File: config.mk
export PLATFORM = sky130hd
export DESIGN_NAME = prog_selector
export DESIGN_NICKNAME = d
export VERILOG_FILES = /design/src/rtl/prog_sel_pkg.sv /design/src/rtl/btn_debounce.sv /design/src/rtl/prog_selector.sv
export SDC_FILE = /design/constraint.sdc
export NUM_CORES = 1
export LEC_CHECK = 0
export BUFFER_PORTS_ARGS = -buffer_cell sky130_fd_sc_hd__buf_4
export CORE_MARGIN = 2
export CORE_UTILIZATION = 56
export CTS_BUF_LIST = sky130_fd_sc_hd__clkbuf_16
export DETAILED_ROUTE_END_ITERATION = 8
export PLACE_DENSITY = 0.82
export SLEW_MARGIN = 5
export SYNTH_ARGS = -nofsm -noshare
export SYNTH_HDL_FRONTEND = slang
export SYNTH_SLANG_ARGS = --single-unit
File: constraint.sdc
create_clock -name clk -period 2.2 [get_ports clk]
set_clock_uncertainty 0.15 [all_clocks]
set_input_delay 0.22 -clock clk [delete_from_list [all_inputs] [get_ports clk]]
set_output_delay 0.22 -clock clk [all_outputs]
set_load 0.01 [all_outputs]
File: src/rtl/prog_sel_pkg.sv
// Shared program-select definitions: FSM states and bank sizes, so the display text tables and the selector agree.
// No logic here; no latency or backpressure.
package prog_sel_pkg;

    typedef enum logic [1:0] {
        IDLE     = 2'd0,
        REQ      = 2'd1,
        WAIT_REL = 2'd2
    } state_t;

    localparam int NUM_BLOCKS = 3;
    localparam int BLK0_CNT   = 10;
    localparam int BLK1_CNT   = 10;
    localparam int BLK2_CNT   = 5;

endpackage

File: src/rtl/btn_debounce.sv
// Raw button to clean level and one-cycle press pulse (2-flop sync, debounce counter, rising-edge detect).
// Latency 2 + 2^DB_BITS + 1 cycles from a clean edge to btn_press; no backpressure, pulses are never held.
module btn_debounce #(
    parameter int DB_BITS = 20
) (
    input  logic clk,
    input  logic rst_n,
    input  logic btn_raw,
    output logic btn_level,
    output logic btn_press
);

    logic               sync_1;
    logic               sync_2;
    logic               level_d;
    logic [DB_BITS-1:0] cnt;

    always_ff @(posedge clk or negedge rst_n) begin
        if (!rst_n) begin
            sync_1    <= 1'b0;
            sync_2    <= 1'b0;
            level_d   <= 1'b0;
            btn_level <= 1'b0;
            btn_press <= 1'b0;
            cnt       <= '0;
        end else begin
            sync_1    <= btn_raw;
            sync_2    <= sync_1;
            level_d   <= btn_level;
            btn_press <= btn_level & ~level_d;
            // Any sample agreeing with the accepted level restarts the stability window.
            if (sync_2 == btn_level) begin
                cnt <= '0;
            end else if (&cnt) begin
                btn_level <= sync_2;
                cnt       <= '0;
            end else begin
                cnt <= cnt + DB_BITS'(1);
            end
        end
    end

endmodule

File: src/rtl/prog_selector.sv
// Button front end choosing bank/program and issuing a req/ack load request to the program loader.
// Selection updates one cycle after a press pulse; presses while a load is in flight are dropped, not queued.
module prog_selector
    import prog_sel_pkg::*;
#(
    parameter int DB_BITS    = 20,
    parameter int NUM_BLOCKS = prog_sel_pkg::NUM_BLOCKS,
    parameter int BLK0_CNT   = prog_sel_pkg::BLK0_CNT,
    parameter int BLK1_CNT   = prog_sel_pkg::BLK1_CNT,
    parameter int BLK2_CNT   = prog_sel_pkg::BLK2_CNT
) (
    input  logic       clk,
    input  logic       rst_n,
    input  logic       btn_up,
    input  logic       btn_down,
    input  logic       btn_bank,
    input  logic       btn_load,
    input  logic       load_ack,
    output logic [3:0] pick,
    output logic [1:0] block,
    output logic       load_req,
    output logic       busy
);

    localparam logic [3:0] LIM0       = 4'(BLK0_CNT);
    localparam logic [3:0] LIM1       = 4'(BLK1_CNT);
    localparam logic [3:0] LIM2       = 4'(BLK2_CNT);
    localparam logic [1:0] LAST_BLOCK = 2'(NUM_BLOCKS - 1);

    logic   up_press;
    logic   down_press;
    logic   bank_press;
    logic   load_press;
    logic   [3:0] lim;
    state_t state;

    btn_debounce #(.DB_BITS(DB_BITS)) u_up (
        .clk(clk), .rst_n(rst_n), .btn_raw(btn_up), .btn_level(), .btn_press(up_press)
    );
    btn_debounce #(.DB_BITS(DB_BITS)) u_down (
        .clk(clk), .rst_n(rst_n), .btn_raw(btn_down), .btn_level(), .btn_press(down_press)
    );
    btn_debounce #(.DB_BITS(DB_BITS)) u_bank (
        .clk(clk), .rst_n(rst_n), .btn_raw(btn_bank), .btn_level(), .btn_press(bank_press)
    );
    btn_debounce #(.DB_BITS(DB_BITS)) u_load (
        .clk(clk), .rst_n(rst_n), .btn_raw(btn_load), .btn_level(), .btn_press(load_press)
    );

    always_comb begin
        lim = LIM0;
        case (block)
            2'd1:    lim = LIM1;
            2'd2:    lim = LIM2;
            default: lim = LIM0;
        endcase
    end

    always_ff @(posedge clk or negedge rst_n) begin
        if (!rst_n) begin
            state    <= IDLE;
            pick     <= 4'd0;
            block    <= 2'd0;
            load_req <= 1'b0;
            busy     <= 1'b0;
        end else begin
            case (state)
                IDLE: begin
                    if (bank_press) begin
                        block <= (block == LAST_BLOCK) ? 2'd0 : block + 2'd1;
                        pick  <= 4'd0;
                    end else if (up_press && !down_press) begin
                        pick <= (pick == lim - 4'd1) ? 4'd0 : pick + 4'd1;
                    end else if (down_press && !up_press) begin
                        pick <= (pick == 4'd0) ? lim - 4'd1 : pick - 4'd1;
                    end
                    // A stale ack still high must not let a new request start.
                    if (load_press && !load_ack) begin
                        state    <= REQ;
                        load_req <= 1'b1;
                        busy     <= 1'b1;
                    end
                end
                REQ: begin
                    if (load_ack) begin
                        state    <= WAIT_REL;
                        load_req <= 1'b0;
                    end
                end
                WAIT_REL: begin
                    if (!load_ack) begin
                        state <= IDLE;
                        busy  <= 1'b0;
                    end
                end
                default: begin
                    state    <= IDLE;
                    load_req <= 1'b0;
                    busy     <= 1'b0;
                end
            endcase
        end
    end

endmodule
==> flow_summary.json <==
{
  "initial_core_util": 0.567,
  "syn_to_final_growth_pct": 12.8,
  "ant_nets": 0,
  "slew_headroom": 0.576,
  "p_clk_frac": 0.441,
  "antenna_found_initial": 0,
  "hold_violations": 0,
  "period_needed_ps": 2180,
  "place_congestion": 0.886,
  "cp-start-kind": "register",
  "critPathKind": "reg -> reg",
  "synth_xor_area_frac": 0.106,
  "clkLatencyLatePin_ps": 360,
  "rows": 36,
  "layout_common_cells": "110 x dfrtp_1, 77 x nor2_1, 41 x xnor2_1",
  "fin_tns_setup_ps": 0,
  "leakage_nw": 2.65,
  "yosys.area.top_type": "dfrtp_1",
  "htree_levels": 3,
  "clkSinkCount": 110,
  "syn_inst": 519,
  "drive_above_1_share": 0.130,
  "track_usage": 0.203,
  "final_core_util": 0.640,
  "drt_iter0_markers": 150,
  "worstHoldPathType": "reg -> reg",
  "worst_slew_pin_slew_ps": 636,
  "grt_pass1_vias": 3779,
  "synth_ff_type": "dfrtp_1",
  "power.switching_mw": 0.874,
  "syn-num-nets": 534,
  "cp.required_ps": 2350,
  "timing.final.ws_setup_ps": 23.7,
  "place_inst": 666,
  "ios": 15,
  "yosys_warnings": 0,
  "synth_cell_type_count": 59,
  "ys_seq_elements": 110,
  "p_int_mw": 3.10,
  "comb_power_share": 0.036,
  "nets": 565,
  "cts.reportedPaths.clkPinSlew_ps": 70,
  "fin_crit_sh": 0.989,
  "grt_overflow": 0,
  "maxCapViolCount": 0,
  "async_flop_share": 1.00,
  "clockBufferDepth": 2,
  "drt_first_pass_iters": 4,
  "grt_pass1_wl_um": 16800,
  "synth_simple_gate_area_frac": 0.270,
  "worstPathMaxFanout": 5,
  "max_freq_mhz": 459,
  "synthMuxAreaShare": 0.0174,
  "synth_top_family_by_area": "simple AND/OR/NAND/NOR gates",
  "yosysTopAreaCellShare": 0.503,
  "instances_no_fill": 688,
  "root_buffer": "clkbuf_16",
  "numCtsBuffers": 9,
  "dieArea_um2": 10600,
  "core_um2": 9640,
  "critPathSlowestCell": "or4_4",
  "dpl.hpwl_um": 6620,
  "post-route-drc-count": 0,
  "num_vias": 3945,
  "slowest_delay_ps": 550,
  "dp_slack_ps": 85.1,
  "wl_um": 9880,
  "yosys.area_share.adder": 0.0183,
  "grt_max_degree": 51,
  "cp_cell_sequence": "inv_1, ha_1, or4_4, or2_2, nor4b_1, or4b_1",
  "drv_slew": 0,
  "switching_share": 0.220,
  "status": "complete, no violations",
  "die_w_um": 103,
  "end_kind": "register",
  "rsz0062_at_grt": "false",
  "post_cts.repair.setup_buffers": 0,
  "worstPathArrival_ps": 2320,
  "netlist_area_um2": 5470,
  "detail_route.vias_per_cell": 5.73,
  "p_seq_frac": 0.523,
  "dieHeight_um": 103,
  "setup_viol": 0,
  "io_buffers": 14,
  "yosysSeqAreaShare": 0.503,
  "layout_commonest_cell": "dfrtp_1",
  "diodes": 0,
  "synth_compound_area_frac": 0.0632,
  "avgSynthCellArea_um2": 10.5,
  "p_per_area_nw_per_um2": 644,
  "ir_worst_vdd_v": 0.000594,
  "synth-edff-count": 0,
  "fillers": 755,
  "yosys-top-cells-area": "dfrtp_1 50%, xnor2_1 6.6%, nor2_1 5.3%",
  "cts_tree": "yes",
  "wl_per_cell_um": 14.4
}
-- cell families after synthesis --
group / Yosys count
XOR/XNOR: 66
adder cells (fa/ha/maj): 8
AO/OA/AOI/OAI: 48
AND/OR/NAND/NOR: 252
multiplexers: 9
flip-flops: 110
buffers and inverters: 26
-- power by group through the flow --
stage	Clock (mW)	Sequential [mW]	Combinational, mW
floorplan	0	2.11	0.0710
global placement	0	2.11	0.133
detailed placement	0	2.12	0.137
CTS	1.79	2.08	0.147
global route	1.87	2.08	0.164
finish	1.75	2.08	0.142
-- final cells by class --
class / count / area, um2 / share of cell area
inverters: 16 / 60.1 / 0.00974
clock inverters: 7 / 96.3 / 0.0156
well taps: 133 / 166 / 0.0270
flip-flops and latches: 110 / 2750 / 0.446
repair buffers: 30 / 265 / 0.0430
multi-input cells: 383 / 2600 / 0.422
clock buffers: 9 / 225 / 0.0365
-- worst paths after layout --
check | to | start | cells past startpoint | slack (ps)
worst min register to register | u_down.sync_2 | u_down.sync_1 | 0 | 210
worst max-delay path | pick[2] | u_down.btn_press | 6 | 20
min in group asynchronous | u_bank.cnt[0] | rst_n | 2 | 280
max in group asynchronous | pick[1] | rst_n | 3 | 950
worst min-delay path | u_down.sync_2 | u_down.sync_1 | 0 | 210
worst max register to register | pick[2] | u_down.btn_press | 6 | 20
-- through the flow --
step           hold slack (ps)  power, mW  instance area [um2]
3_5_place_dp               143       2.25                 5780
2_1_floorplan             -226       2.18                 5470
4_1_cts                    206       4.01                 6160
3_3_place_gp               133       2.25                 5780
6_report                   205       3.97                 6170
5_1_grt                    208       4.11                 6170
-- synthesized netlist by cell type, types with 9 or more instances --
cell	count
and4_1	10
nand4_1	20
xnor2_1	41
o21ai_0	9
nor2_1	77
dfrtp_1	110
nor4_1	18
xor2_1	25
inv_1	16
nand3_1	28
nor3_1	16
nand2_1	30
-- per-layer routing --
layer	GRT usage	share of wire	vias to the layer above
met1	0.260	0.45	1945
met2	0.336	0.50	68
met5	0	0	-
met3	0.0454	0.030	13
li1	-	-	1919
met4	0.0800	0.017	0
-- critical path, delay by kind of cell (launching register included) --
family / cells / cell delay [ps]
AND/OR/NAND/NOR: 4 / 1300
flip-flops: 1 / 320
adder cells (fa/ha/maj): 1 / 300
buffers and inverters: 1 / 40
-- sequential cells by signal (all words and copies together), names as in the netlist, 2 cells and up --
name	flops
pick	4
u_up.cnt	20
state	2
block	2
u_bank.cnt	20
u_down.cnt	20
u_load.cnt	20
-- what timing repair did --
action                     CTS  global route
resized for setup            0             1
hold endpoints to repair    53             0
hold buffers                 6             0
setup endpoints to repair    0             1
(Power assumes the default switching activity.)
